### src/rtl/flash_loader_pkg.sv
// Shared types and sizing helpers for the flash-to-RAM sample loader.
package flash_loader_pkg;

  // Loader sequencing states.
  typedef enum logic [2:0] {
    S_IDLE      = 3'd0,
    S_REQ       = 3'd1,
    S_WAIT_DATA = 3'd2,
    S_WRITE     = 3'd3,
    S_DONE      = 3'd4
  } loader_state_t;

  // Number of samples carried by one flash word.
  function automatic int spw(input int data_w, input int sample_w);
    return data_w / sample_w;
  endfunction

  // Width needed to hold a word count in the range 0..max_words.
  function automatic int cnt_w(input int max_words);
    return $clog2(max_words + 1);
  endfunction

  // Width of a sample index; at least one bit so single-sample words still elaborate.
  function automatic int sel_w(input int n);
    return (n > 1) ? $clog2(n) : 1;
  endfunction

endpackage

### src/rtl/word_unpacker.sv
// Capture register for one flash word plus the slice mux that picks the
// current sample in either low-first or high-first order.
module word_unpacker
  import flash_loader_pkg::*;
#(
  parameter  int DATA_W   = 32,
  parameter  int SAMPLE_W = 16,
  localparam int SPW      = spw(DATA_W, SAMPLE_W),
  localparam int SEL_W    = sel_w(SPW)
) (
  input  logic                clk,
  input  logic                reset,
  input  logic                load,
  input  logic [DATA_W-1:0]   data,
  input  logic [SEL_W-1:0]    sel,
  input  logic                low_first,
  output logic [SAMPLE_W-1:0] sample
);

  logic [DATA_W-1:0]   r_data;
  logic [SAMPLE_W-1:0] w_slices [SPW];
  logic [SEL_W-1:0]    w_idx;

  // Hold the most recently returned flash word until the next load.
  always_ff @(posedge clk or posedge reset) begin
    if (reset) begin
      r_data <= '0;
    end else if (load) begin
      r_data <= data;
    end else begin
      r_data <= r_data;
    end
  end

  for (genvar g = 0; g < SPW; g++) begin : g_slice
    assign w_slices[g] = r_data[g*SAMPLE_W +: SAMPLE_W];
  end

  // High-first order walks the slices from the top one downwards.
  assign w_idx  = low_first ? sel : (SEL_W'(SPW - 1) - sel);
  assign sample = w_slices[w_idx];

endmodule

### src/rtl/flash_sample_loader.sv
// Reads num_words consecutive words from an Avalon-MM flash slave and writes
// their samples, one per cycle, into a single-port on-chip RAM.
module flash_sample_loader
  import flash_loader_pkg::*;
#(
  parameter  int FLASH_AW  = 23,
  parameter  int DATA_W    = 32,
  parameter  int SAMPLE_W  = 16,
  parameter  int MAX_WORDS = 64,
  parameter  int RAM_AW    = 7,
  localparam int CNT_W     = cnt_w(MAX_WORDS),
  localparam int SPW       = spw(DATA_W, SAMPLE_W),
  localparam int SEL_W     = sel_w(SPW)
) (
  input  logic                clk,
  input  logic                reset,
  input  logic                start,
  input  logic [FLASH_AW-1:0] base_addr,
  input  logic [CNT_W-1:0]    num_words,
  input  logic                low_first,
  output logic                busy,
  output logic                done,
  output logic                flash_mem_read,
  output logic [FLASH_AW-1:0] flash_mem_address,
  output logic [DATA_W/8-1:0] flash_mem_byteenable,
  input  logic                flash_mem_waitrequest,
  input  logic [DATA_W-1:0]   flash_mem_readdata,
  input  logic                flash_mem_readdatavalid,
  output logic [RAM_AW-1:0]   ram_address,
  output logic [SAMPLE_W-1:0] ram_data,
  output logic                ram_wren
);

  loader_state_t       r_state;
  logic [FLASH_AW-1:0] r_base;
  logic [FLASH_AW-1:0] r_address;
  logic [CNT_W-1:0]    r_count;
  logic [CNT_W-1:0]    r_word_idx;
  logic                r_low_first;
  logic                r_read;
  logic                r_wren;
  logic                r_busy;
  logic                r_done;
  logic [SEL_W-1:0]    r_sel;
  logic [RAM_AW-1:0]   r_ram_address;

  logic                w_load;
  logic                w_last_sel;
  logic [CNT_W-1:0]    w_next_idx;
  logic [FLASH_AW-1:0] w_next_addr;

  // Data is only taken while a read is outstanding; stray valids are dropped.
  assign w_load      = (r_state == S_WAIT_DATA) && flash_mem_readdatavalid;
  assign w_last_sel  = (r_sel == SEL_W'(SPW - 1));
  assign w_next_idx  = r_word_idx + CNT_W'(1);
  // The flash address wraps silently at the top of the address space.
  assign w_next_addr = r_base + FLASH_AW'(w_next_idx);

  word_unpacker #(
    .DATA_W   (DATA_W),
    .SAMPLE_W (SAMPLE_W)
  ) u_unpacker (
    .clk       (clk),
    .reset     (reset),
    .load      (w_load),
    .data      (flash_mem_readdata),
    .sel       (r_sel),
    .low_first (r_low_first),
    .sample    (ram_data)
  );

  // Transfer sequencer: owns the counters and every registered port signal.
  always_ff @(posedge clk or posedge reset) begin
    if (reset) begin
      r_state       <= S_IDLE;
      r_base        <= '0;
      r_address     <= '0;
      r_count       <= '0;
      r_word_idx    <= '0;
      r_low_first   <= 1'b0;
      r_read        <= 1'b0;
      r_wren        <= 1'b0;
      r_busy        <= 1'b0;
      r_done        <= 1'b0;
      r_sel         <= '0;
      r_ram_address <= '0;
    end else begin
      case (r_state)
        S_IDLE: begin
          r_done <= 1'b0;
          if (start) begin
            r_base        <= base_addr;
            r_count       <= num_words;
            r_low_first   <= low_first;
            r_word_idx    <= '0;
            r_sel         <= '0;
            r_ram_address <= '0;
            if (num_words == CNT_W'(0)) begin
              r_state <= S_DONE;
              r_done  <= 1'b1;
              r_busy  <= 1'b0;
            end else begin
              r_state   <= S_REQ;
              r_read    <= 1'b1;
              r_address <= base_addr;
              r_busy    <= 1'b1;
            end
          end else begin
            r_state <= S_IDLE;
          end
        end
        S_REQ: begin
          // Address and read stay put until the slave accepts the request.
          if (!flash_mem_waitrequest) begin
            r_read  <= 1'b0;
            r_state <= S_WAIT_DATA;
          end else begin
            r_state <= S_REQ;
          end
        end
        S_WAIT_DATA: begin
          if (flash_mem_readdatavalid) begin
            r_state <= S_WRITE;
            r_wren  <= 1'b1;
            r_sel   <= '0;
          end else begin
            r_state <= S_WAIT_DATA;
          end
        end
        S_WRITE: begin
          // The RAM address simply counts every sample written this transfer.
          r_ram_address <= r_ram_address + RAM_AW'(1);
          if (w_last_sel) begin
            r_sel      <= '0;
            r_wren     <= 1'b0;
            r_word_idx <= w_next_idx;
            if (w_next_idx == r_count) begin
              r_state <= S_DONE;
              r_busy  <= 1'b0;
              r_done  <= 1'b1;
            end else begin
              r_state   <= S_REQ;
              r_read    <= 1'b1;
              r_address <= w_next_addr;
            end
          end else begin
            r_sel <= r_sel + SEL_W'(1);
          end
        end
        S_DONE: begin
          r_done  <= 1'b0;
          r_state <= S_IDLE;
        end
        default: begin
          r_state <= S_IDLE;
          r_read  <= 1'b0;
          r_wren  <= 1'b0;
          r_busy  <= 1'b0;
          r_done  <= 1'b0;
        end
      endcase
    end
  end

  assign busy                 = r_busy;
  assign done                 = r_done;
  assign flash_mem_read       = r_read;
  assign flash_mem_address    = r_address;
  assign flash_mem_byteenable = '1;
  assign ram_address          = r_ram_address;
  assign ram_wren             = r_wren;

endmodule

### config.mk
export PLATFORM = sky130hd
export DESIGN_NAME = flash_sample_loader
export DESIGN_NICKNAME = d
export VERILOG_FILES = /design/src/rtl/flash_loader_pkg.sv /design/src/rtl/word_unpacker.sv /design/src/rtl/flash_sample_loader.sv
export SDC_FILE = /design/constraint.sdc
export NUM_CORES = 1
export LEC_CHECK = 0
export ABC_AREA = 1
export BUFFER_PORTS_ARGS = -buffer_cell sky130_fd_sc_hd__buf_2
export CAP_MARGIN = 40
export CORE_MARGIN = 3
export CORE_UTILIZATION = 56
export DETAILED_ROUTE_END_ITERATION = 10
export MAX_ROUTING_LAYER = met4
export PLACE_DENSITY = 0.81
export SYNTH_ARGS = -nofsm -noshare
export SYNTH_HDL_FRONTEND = slang
export SYNTH_SLANG_ARGS = --single-unit
### constraint.sdc
create_clock -name clk -period 4.1 [get_ports clk]
set_clock_uncertainty 0.1 [all_clocks]
set_input_delay 0.615 -clock clk [delete_from_list [all_inputs] [get_ports clk]]
set_output_delay 0.615 -clock clk [all_outputs]
set_load 0.02 [all_outputs]
**Word level (Yosys, flattened, before mapping)**

Cells that the tools add are included.

- Equality and inequality tests: 12
- Bitwise gates (word level): 5
- Multiplexer cells: 43
- Reduce and logical (&&, ||, !) cells: 18
- Order comparisons: 1
- $add $sub $neg: 5

Operator list:

| kind | count |
|---|---|
| $mux W23 | 4 |
| $mux W16 | 3 |
| $pmux W23 S2 | 1 |
| $pmux W7 S2 | 2 |
| $add A23 B7 Y23 | 1 |
| $mux W1 | 20 |
| $add A7 B1 Y7 const B | 2 |
| $mux W7 | 2 |
| $ne A2 B2 Y1 const B | 7 |
| $mux W3 | 4 |
| $pmux W1 S3 | 4 |
| $pmux W3 S4 | 1 |
| $reduce_and A3 Y1 | 4 |
| $eq A7 B7 Y1 | 1 |
| $logic_not A7 Y1 | 1 |
| $eq A3 B2 Y1 const B | 2 |
| $reduce_and A6 Y1 | 1 |
| $reduce_or A3 Y1 | 2 |
| $reduce_and A5 Y1 | 1 |
| $not A1 Y1 | 4 |
| $pmux W1 S4 | 1 |
| $reduce_and A2 Y1 | 2 |
| $reduce_and A4 Y1 | 1 |
| $reduce_or A2 Y1 | 2 |
| 11 further kinds | 11 |

- Register bits after elaboration: 108
- Bits of input ports: 68
- Output and inout port bits: 54
- Logic and storage cells: 97

**Longest topological paths before layout**

Gate-level depths: netlist of the first run.

- Depth after elaboration: 6
- Mapped depth: 21
- Gate-level depth less buffers: 21

**Hierarchy**

Synthesis of the first run repeated with hierarchy kept, for this count alone.

- Cells, all modules: 826
- Area total of the unflattened synthesis: 6,068.3 sq um

Modules (own cells, without submodules):

| module | area an instance (sq um) | seq. area each (sq um) | instances | cells each |
|---|---|---|---|---|
| flash_sample_loader | 4,560.6 | 1,901.8 | 1 | 632 |
| word_unpacker | 1,507.7 | 800.8 | 1 | 194 |

**Least setup slack after synthesis of the first run**

Ideal clock, no wire load.

- Path type: flip-flop to flip-flop
- Start point: register r_word_idx[0]
- End point: register r_address[20], in the netlist flash_mem_address[20]
- Period minus slack after synthesis: 2.456 ns
- Slack: 1.644 ns
- Setup time: 0.116 ns
- Required time: 3.884 ns
- Data arrival time: 2.240 ns
- Cell stages (with the launch flop): 20
- Buffers on the path: 0
- Path through: dfrtp_1 > ha_1 > nand2_2 > nor2_4 > nand3_1 > nand2_1 > inv_1 > ha_1 > nand2_1 > inv_1 > nand2_1 > nand2_1 > nand2_1 > or2_2 > nand3_1 > nand2_1 > nand2_1 > nand2_1 > nand2_1 > nand2_2

- Word-level cells in the longest chain between the ends: 5
- Elaborated cells on any way between the ends: 8
- Those cells by class: add/sub: 2; eq/ne: 2; mux: 3; reduce/logical: 1

RTL lines:

| what | RTL line | RTL |
|---|---|---|
| start: declaration | flash_sample_loader.sv:38 | `logic [CNT_W-1:0] r_word_idx;` |
| start signal: assignment | flash_sample_loader.sv:136 | `r_word_idx <= w_next_idx;` |
| $add A7 B1 Y7 * | flash_sample_loader.sv:55 | `assign w_next_idx = r_word_idx + CNT_W'(1);` |
| $add A23 B7 Y23 | flash_sample_loader.sv:57 | `assign w_next_addr = r_base + FLASH_AW'(w_next_idx);` |
| $mux W23 | flash_sample_loader.sv:137 | `if (w_next_idx == r_count) begin` |
| $mux W23 | flash_sample_loader.sv:133 | `if (w_last_sel) begin` |
| $pmux W23 S2 | flash_sample_loader.sv:88 | `case (r_state)` |
| end signal: assignment | flash_sample_loader.sv:105 | `r_address <= base_addr;` |
| end signal: assignment | flash_sample_loader.sv:144 | `r_address <= w_next_addr;` |
| end: declaration | flash_sample_loader.sv:36 | `logic [FLASH_AW-1:0] r_address;` |

Mark *: on every way between the ends. The rest lies on a longest branch, timed or not. The select of a mux whose other input is x is not followed.
A chain may end at the register's enable or synchronous reset.

**Worst setup path after layout of the first run**

- Start point: register r_word_idx[0]
- End point: register r_address[15], in the netlist flash_mem_address[15]

The elaborated chain is that of the path after synthesis.

==> results of run 1 <==
synthesized netlist by cell type, types with 5 or more instances:
| library cell | instances |
|---|---|
| nand4_1 | 10 |
| o21ai_2 | 13 |
| o21ai_0 | 63 |
| mux2_2 | 9 |
| a21oi_1 | 32 |
| o22ai_1 | 6 |
| nor2_1 | 56 |
| nor2_4 | 7 |
| nand2_2 | 24 |
| ha_1 | 11 |
| nand3_1 | 39 |
| clkbuf_1 | 12 |
| mux2_1 | 7 |
| inv_2 | 5 |
| nand2_1 | 226 |
| inv_1 | 98 |
| nand3b_1 | 7 |
| buf_2 | 6 |
| dfrtp_1 | 108 |
| xor2_1 | 6 |
kinds of logic (layout without fill, tap and decap cells):
kind of cell | after synthesis | after routing | synth area share [%]
multiplexers | 16 | 16 | 2.97
adder cells (fa/ha/maj) | 12 | 12 | 2.60
flip-flops | 108 | 108 | 44.5
buffers and inverters | 129 | 242 | 9.15
AO/OA/AOI/OAI | 123 | 123 | 11.4
other | 1 | 5 | 0.0618
XOR/XNOR | 7 | 7 | 1.01
AND/OR/NAND/NOR | 381 | 381 | 28.2
power by group:
part           leakage (nW)  total, mW  switching [mW]  internal, mW
clock                0.0914      0.645           0.409         0.236
sequential             1.32       1.87           0.338          1.53
combinational          2.34       2.75            1.80         0.951
path summary, 6_finish.rpt:
kind                                                      to  cells after the start
min in group clk                     r_low_first$_DFFE_PP0P_                      3
hold / removal                        r_base[14]$_DFFE_PP0P_                      2
max in group asynchronous   u_unpacker.r_data[9]$_DFFE_PP0P_                      4
hold reg to reg                             done$_DFFE_PP0P_                      2
setup reg to reg           flash_mem_address[15]$_DFFE_PP0P_                     18
setup / recovery           flash_mem_address[15]$_DFFE_PP0P_                     18
worst max-delay path, delay by kind of cell, from the launching register on:
| family | cells | cell delay, ns |
|---|---|---|
| compound gates | 2 | 0.24 |
| buf+inv | 3 | 0.21 |
| simple gates | 11 | 1.15 |
| flops | 1 | 0.43 |
| fa+ha+maj | 2 | 0.55 |
layer usage:
| layer | track usage [%] | wire length [um] | up-vias |
|---|---|---|---|
| met2 | 40.0 | 6770 | 168 |
| met4 | 5.98 | 263 | 0 |
| li1 | - | - | 2688 |
| met3 | 5.59 | 835 | 22 |
| met5 | - | 0 | - |
| met1 | 32.0 | 6180 | 2438 |
cell type report:
cell class / count / area (sq um)
Antenna cell: 1 / 2.50
Clock buffer: 9 / 124
Clock inverter: 7 / 66.3
Fill cell: 908 / 3480
Inverter: 103 / 389
Multi-Input combinational cell: 543 / 2830
Sequential cell: 108 / 2700
Tap cell: 136 / 170
Timing Repair Buffer: 123 / 654
registers in the layout, indices dropped and copies added (netlist names):
register           count
flash_mem_address     23
u_unpacker.r_data     32
r_state                3
r_count                7
r_low_first            1
ram_address            7
done                   1
ram_wren               1
r_base                23
r_word_idx             7
r_sel                  1
flash_mem_read         1
busy                   1
layout by cell type, fill, tap and decap left out, types with 13 or more instances in the layout:
master | Yosys | routed
nand2_1 | 226 | 226
buf_2 | 6 | 117
dfrtp_1 | 108 | 108
inv_1 | 98 | 97
o21ai_0 | 63 | 63
nor2_1 | 56 | 56
nand3_1 | 39 | 39
a21oi_1 | 32 | 32
nand2_2 | 24 | 24
o21ai_2 | 13 | 13
through the flow:
stage	worst slack (ns)	cells	instance area, sq um
after floorplan	0.539	780	6080
after global routing	1.01	1030	6940
after CTS	1.29	1029	6940
after detailed placement	1.34	1013	6750
after global placement	1.41	1011	6710
final	1.29	1030	6940
==> results.txt, run 1 <==
TritonCTS buffer count -> 9
Synth Area per Inst -> 7.81 sq um
I/O Pins -> 122
Cells along the critical path -> ha_1 -> nand2_2 -> nor2_4 -> nand3_1 -> nand2_1 -> inv_1 -> ha_1 -> nand2_1 -> inv_1 -> nand2_1 -> nand2_1 -> inv_1 -> nand2_1 -> nand3_1 -> nand2_1 -> nand2_1 -> a21oi_1 -> o21ai_2
Seq/Total Area, Yosys -> 44.5%
Final Critical Period -> 2.81 ns
Min-Delay Path Class -> in2async
Status -> completed
RSZ-0062 raised after global routing -> no
Worst reg2reg startpoint -> r_word_idx[0]$_DFFE_PP0P_
Slowest CP cell -> dfrtp_1
Fin nets -> 968
DIE AREA -> 12100 sq um
Slew HR -> 49.9%
EDFF count, synth -> 0
Post-DR wirelength/cell -> 13.6 um
Via count -> 5316
Post-synth ARST share -> 100%
GRT Util Overall -> 24.8%
Peak VDD IR -> 581 uV
Postcts setup bufs -> 0
Yosys cell types -> 37
CTS sink count -> 108
Clk root buf -> clkbuf_8
Max-cap violations -> 0
Worst setup startpoint -> r_word_idx[0]$_DFFE_PP0P_
Yosys warns -> 0
PortBufs -> 117
Final hold vios -> 0
CP Class -> reg2reg
Fin util -> 66.6%
CTS tree -> built
Post-synth top flop -> dfrtp_1
Initial Util -> 58.3%
Setup tns final -> 0 ns
Critical path arrival -> 2.97 ns
Largest net degree at the start of global routing -> 50
CP Data Required Time -> 4.26 ns
Most numerous cell on the critical path -> nand2_1
Syn Std Cell Area -> 6070 sq um
Cell area power density -> 759 nW/um^2
Final worst-path cycle share -> 68.4%
Row Count -> 37
Die H -> 110 um
Clk_lat worst skew -> 0.38 ns
Iteration-0 DRC Markers -> 409
First-pass DRT Iterations -> 5
DRT antenna net count -> 0
Final setup fails -> 0
Die Wd -> 110 um
Cts hold-fix bufs -> 0
H-tree levels -> 3
Total power -> 5.27 mW
Via density -> 5.16
Critical path peak fanout -> 5
Worst-path clk slew -> 0.11 ns
Seq cells post-synth -> 108
Vias in the first global route -> 4996
Max Fclk -> 356 MHz
Gp weighted congestion -> 0.931
Max-slew violations -> 0
Leakage Power -> 3.75 nW
WHS -> 0.146 ns
Core ar. -> 10400 sq um
Total grt overflow -> 0
Clk buf depth -> 2
Initial antenna violation count -> 1
Layout cells sized above 1 -> 23.1%
WL final -> 14.0 mm
Post-CTS Resized -> 0
Synth top area share -> 44.5%
Layout area overhead -> 14.3%
# DRC -> 0
Slowest Stage Delay on Critical Path -> 0.43 ns
Synth Instances -> 777
Worst Tran Pin Value -> 0.751 ns
Crit end category -> flip-flop
Worst setup SP type -> flip-flop
First-pass GRT wire length -> 23.2 mm
Cell accounting for the most synthesized area -> dfrtp_1
DP HPWL -> 10.7 mm
Largest cells by area after synthesis -> dfrtp_1 45%, nand2_1 14%, inv_1 6.1%, o21ai_0 5.2%, nor2_1 3.5%
R2R setup slack -> 1.29 ns
Note: power is estimated with default switching activity, not from simulation.
==> run 2: changes to the inputs <==
==> constraint.sdc (replaced) <==
create_clock -name clk -period 2.8 [get_ports clk]
set_clock_uncertainty 0.1 [all_clocks]
set_input_delay 0.42 -clock clk [delete_from_list [all_inputs] [get_ports clk]]
set_output_delay 0.42 -clock clk [all_outputs]
set_load 0.02 [all_outputs]
==> results.txt, run 2 (synthesized netlist as in run 1, its figures left out) <==
Sequential group share of total power -> 34.6% (was 35.5%)
Max-slew violations -> 0 (unchanged)
Filler Cell Count -> 904 (was 908)
Net Switching -> 3.78 mW (was 2.55 mW)
Min-Delay Path Class -> in2async (unchanged)
WHS -> 0.00731 ns (was 0.146 ns)
Via count -> 5340 (was 5316)
Post-DR wirelength/cell -> 13.7 um (was 13.6 um)
Biggest register -> u_unpacker.r_data (unchanged)
Final Critical Period -> 2.56 ns (was 2.81 ns)
Logic gate share of total power -> 52.1% (was 52.2%)
Die H -> 110 um (unchanged)
Max-cap violations -> 0 (unchanged)
RSZ-0062 raised after global routing -> no (unchanged)
Worst-path clk slew -> 0.11 ns (about the same)
Total grt overflow -> 0 (unchanged)
DRT antenna net count -> 0 (unchanged)
CP Data Required Time -> 3.03 ns (was 4.26 ns)
Final hold vios -> 0 (unchanged)
Post-Layout Cell Count -> 1032 (was 1030)
Post-route setup slack -> 0.242 ns (was 1.29 ns)
Most frequent cells in the layout -> 222 x nand2_1, 117 x buf_2, 105 x dfrtp_1, 96 x inv_1, 63 x o21ai_0 (was 226 x nand2_1, 117 x buf_2, 108 x dfrtp_1, 97 x inv_1, 63 x o21ai_0)
Leakage Power -> 3.78 nW (was 3.75 nW)
H-tree levels -> 3 (unchanged)
Sw Ratio -> 47.6% (was 48.4%)
Max reg flops -> 32 (unchanged)
Clk buf depth -> 2 (unchanged)
Iteration-0 DRC Markers -> 470 (was 409)
Ant diodes -> 0 (was 1)
Met2 Use GR -> 37.7% (was 40.0%)
First-pass GRT wire length -> 22.8 mm (was 23.2 mm)
GRT Util Overall -> 24.6% (was 24.8%)
Area of the multi-input gates -> 2890 sq um (was 2830 sq um)
R2R depth -> 16 (was 18)
Pre-CTS setup slack -> 0.117 ns (was 1.34 ns)
Clk root buf -> clkbuf_8 (unchanged)
CTS sink count -> 108 (unchanged)
Core ar. -> 10400 sq um (unchanged)
Seq. cell area -> 2710 sq um (was 2700 sq um)
I/O Pins -> 122 (unchanged)
CP Class -> reg2reg (unchanged)
Worst setup SP type -> flip-flop (unchanged)
Status -> completed (unchanged)
Grt met3 use -> 5.59% (unchanged)
Most common cell after layout, fill and taps aside -> nand2_1 (unchanged)
Layout area overhead -> 16.4% (was 14.3%)
Fin nets -> 971 (was 968)
Critical path peak fanout -> 6 (was 5)
Largest net degree at the start of global routing -> 50 (unchanged)
TritonCTS buffer count -> 9 (unchanged)
Cts hold-fix bufs -> 0 (unchanged)
Layout cells sized above 1 -> 24.8% (was 23.1%)
Gp weighted congestion -> 0.912 (was 0.931)
Initial antenna violation count -> 0 (was 1)
Setup tns final -> 0 ns (unchanged)
R2R setup slack -> 0.24 ns (was 1.29 ns)
Placed cells -> 1016 (was 1013)
WL final -> 14.2 mm (was 14.0 mm)
Via density -> 5.17 (was 5.16)
Row Count -> 37 (unchanged)
Met1 Use GR -> 33.6% (was 32.0%)
Peak VDD IR -> 735 uV (was 581 uV)
# DRC -> 0 (unchanged)
First-pass DRT Iterations -> 5 (unchanged)
Max Fclk -> 391 MHz (was 356 MHz)
Vias in the first global route -> 4880 (was 4996)
CTS tree -> built (unchanged)
Crit end category -> flip-flop (unchanged)
Cell area power density -> 1120 nW/um^2 (was 759 nW/um^2)
Worst Tran Pin Value -> 0.710 ns (was 0.751 ns)
Postcts setup bufs -> 0 (unchanged)
Critical path arrival -> 2.79 ns (was 2.97 ns)
Clk_lat worst skew -> 0.38 ns (about the same)
Die Wd -> 110 um (unchanged)
Fin util -> 67.8% (was 66.6%)
DP HPWL -> 10.5 mm (was 10.7 mm)
Final setup fails -> 0 (unchanged)
Internal power -> 4.16 mW (was 2.72 mW)
Final worst-path cycle share -> 91.4% (was 68.4%)
Clk network pwr share -> 13.2% (was 12.2%)
Initial Util -> 58.3% (unchanged)
Post-CTS Resized -> 0 (unchanged)
Slew HR -> 52.6% (was 49.9%)
Most crowded layer after global routing -> met2 (unchanged)
DIE AREA -> 12100 sq um (unchanged)
PortBufs -> 117 (unchanged)
[run 2: worst max-delay path: stages, from the launching register on]
cell     delay, ns
dfrtp_2       0.47
ha_4          0.18
inv_1         0.05
nand2_1       0.07
nand2_1       0.10
inv_1         0.06
ha_1          0.39
nand3_1       0.11
nand3_1       0.21
nand3_1       0.13
nand2_1       0.14
nand2_1       0.07
a21oi_1       0.13
o21ai_0       0.10
nand2_1       0.07
nand2_1       0.05
nand2_1       0.07
[run 2: worst paths after layout]
| check | start | endpoint |
|---|---|---|
| setup / recovery | r_word_idx[0]$_DFFE_PP0P_ | flash_mem_address[14]$_DFFE_PP0P_ |
| hold / removal | reset | r_count[3]$_DFFE_PP0P_ |
| setup reg to reg | r_word_idx[0]$_DFFE_PP0P_ | flash_mem_address[14]$_DFFE_PP0P_ |
| hold reg to reg | flash_mem_address[8]$_DFFE_PP0P_ | flash_mem_address[8]$_DFFE_PP0P_ |
| max in group asynchronous | reset | r_base[12]$_DFFE_PP0P_ |
| min in group clk | low_first | r_low_first$_DFFE_PP0P_ |
[run 2: power by group through the flow]
stage          clock [mW]  combinational (mW)  sequential (mW)
3_5_place_dp            0                4.12             2.75
3_3_place_gp            0                4.04             2.74
2_1_floorplan           0                2.87             2.90
5_1_grt              1.14                4.62             2.84
4_1_cts              1.07                4.13             2.72
6_report             1.05                4.14             2.75
[run 2: layout make-up]
cell class | instances | area share [%]
Clock buffer | 9 | 1.75
Tap cell | 136 | 2.41
Clock inverter | 7 | 1.42
Multi-Input combinational cell | 543 | 40.8
Inverter | 103 | 5.52
Sequential cell | 108 | 38.3
Timing Repair Buffer | 126 | 9.77
[run 2: metal layers]
layer	wire length, um	vias up
li1	-	2681
met1	6390	2448
met2	6630	188
met3	890	23
met4	263	0
met5	0	-
[run 2: stage by stage]
| stage | cell area (sq um) | power [mW] |
|---|---|---|
| 4_1_cts | 7010 | 7.93 |
| 2_1_floorplan | 6080 | 5.76 |
| 3_5_place_dp | 6780 | 6.87 |
| 5_1_grt | 7070 | 8.61 |
| 3_3_place_gp | 6780 | 6.77 |
| 6_report | 7070 | 7.94 |
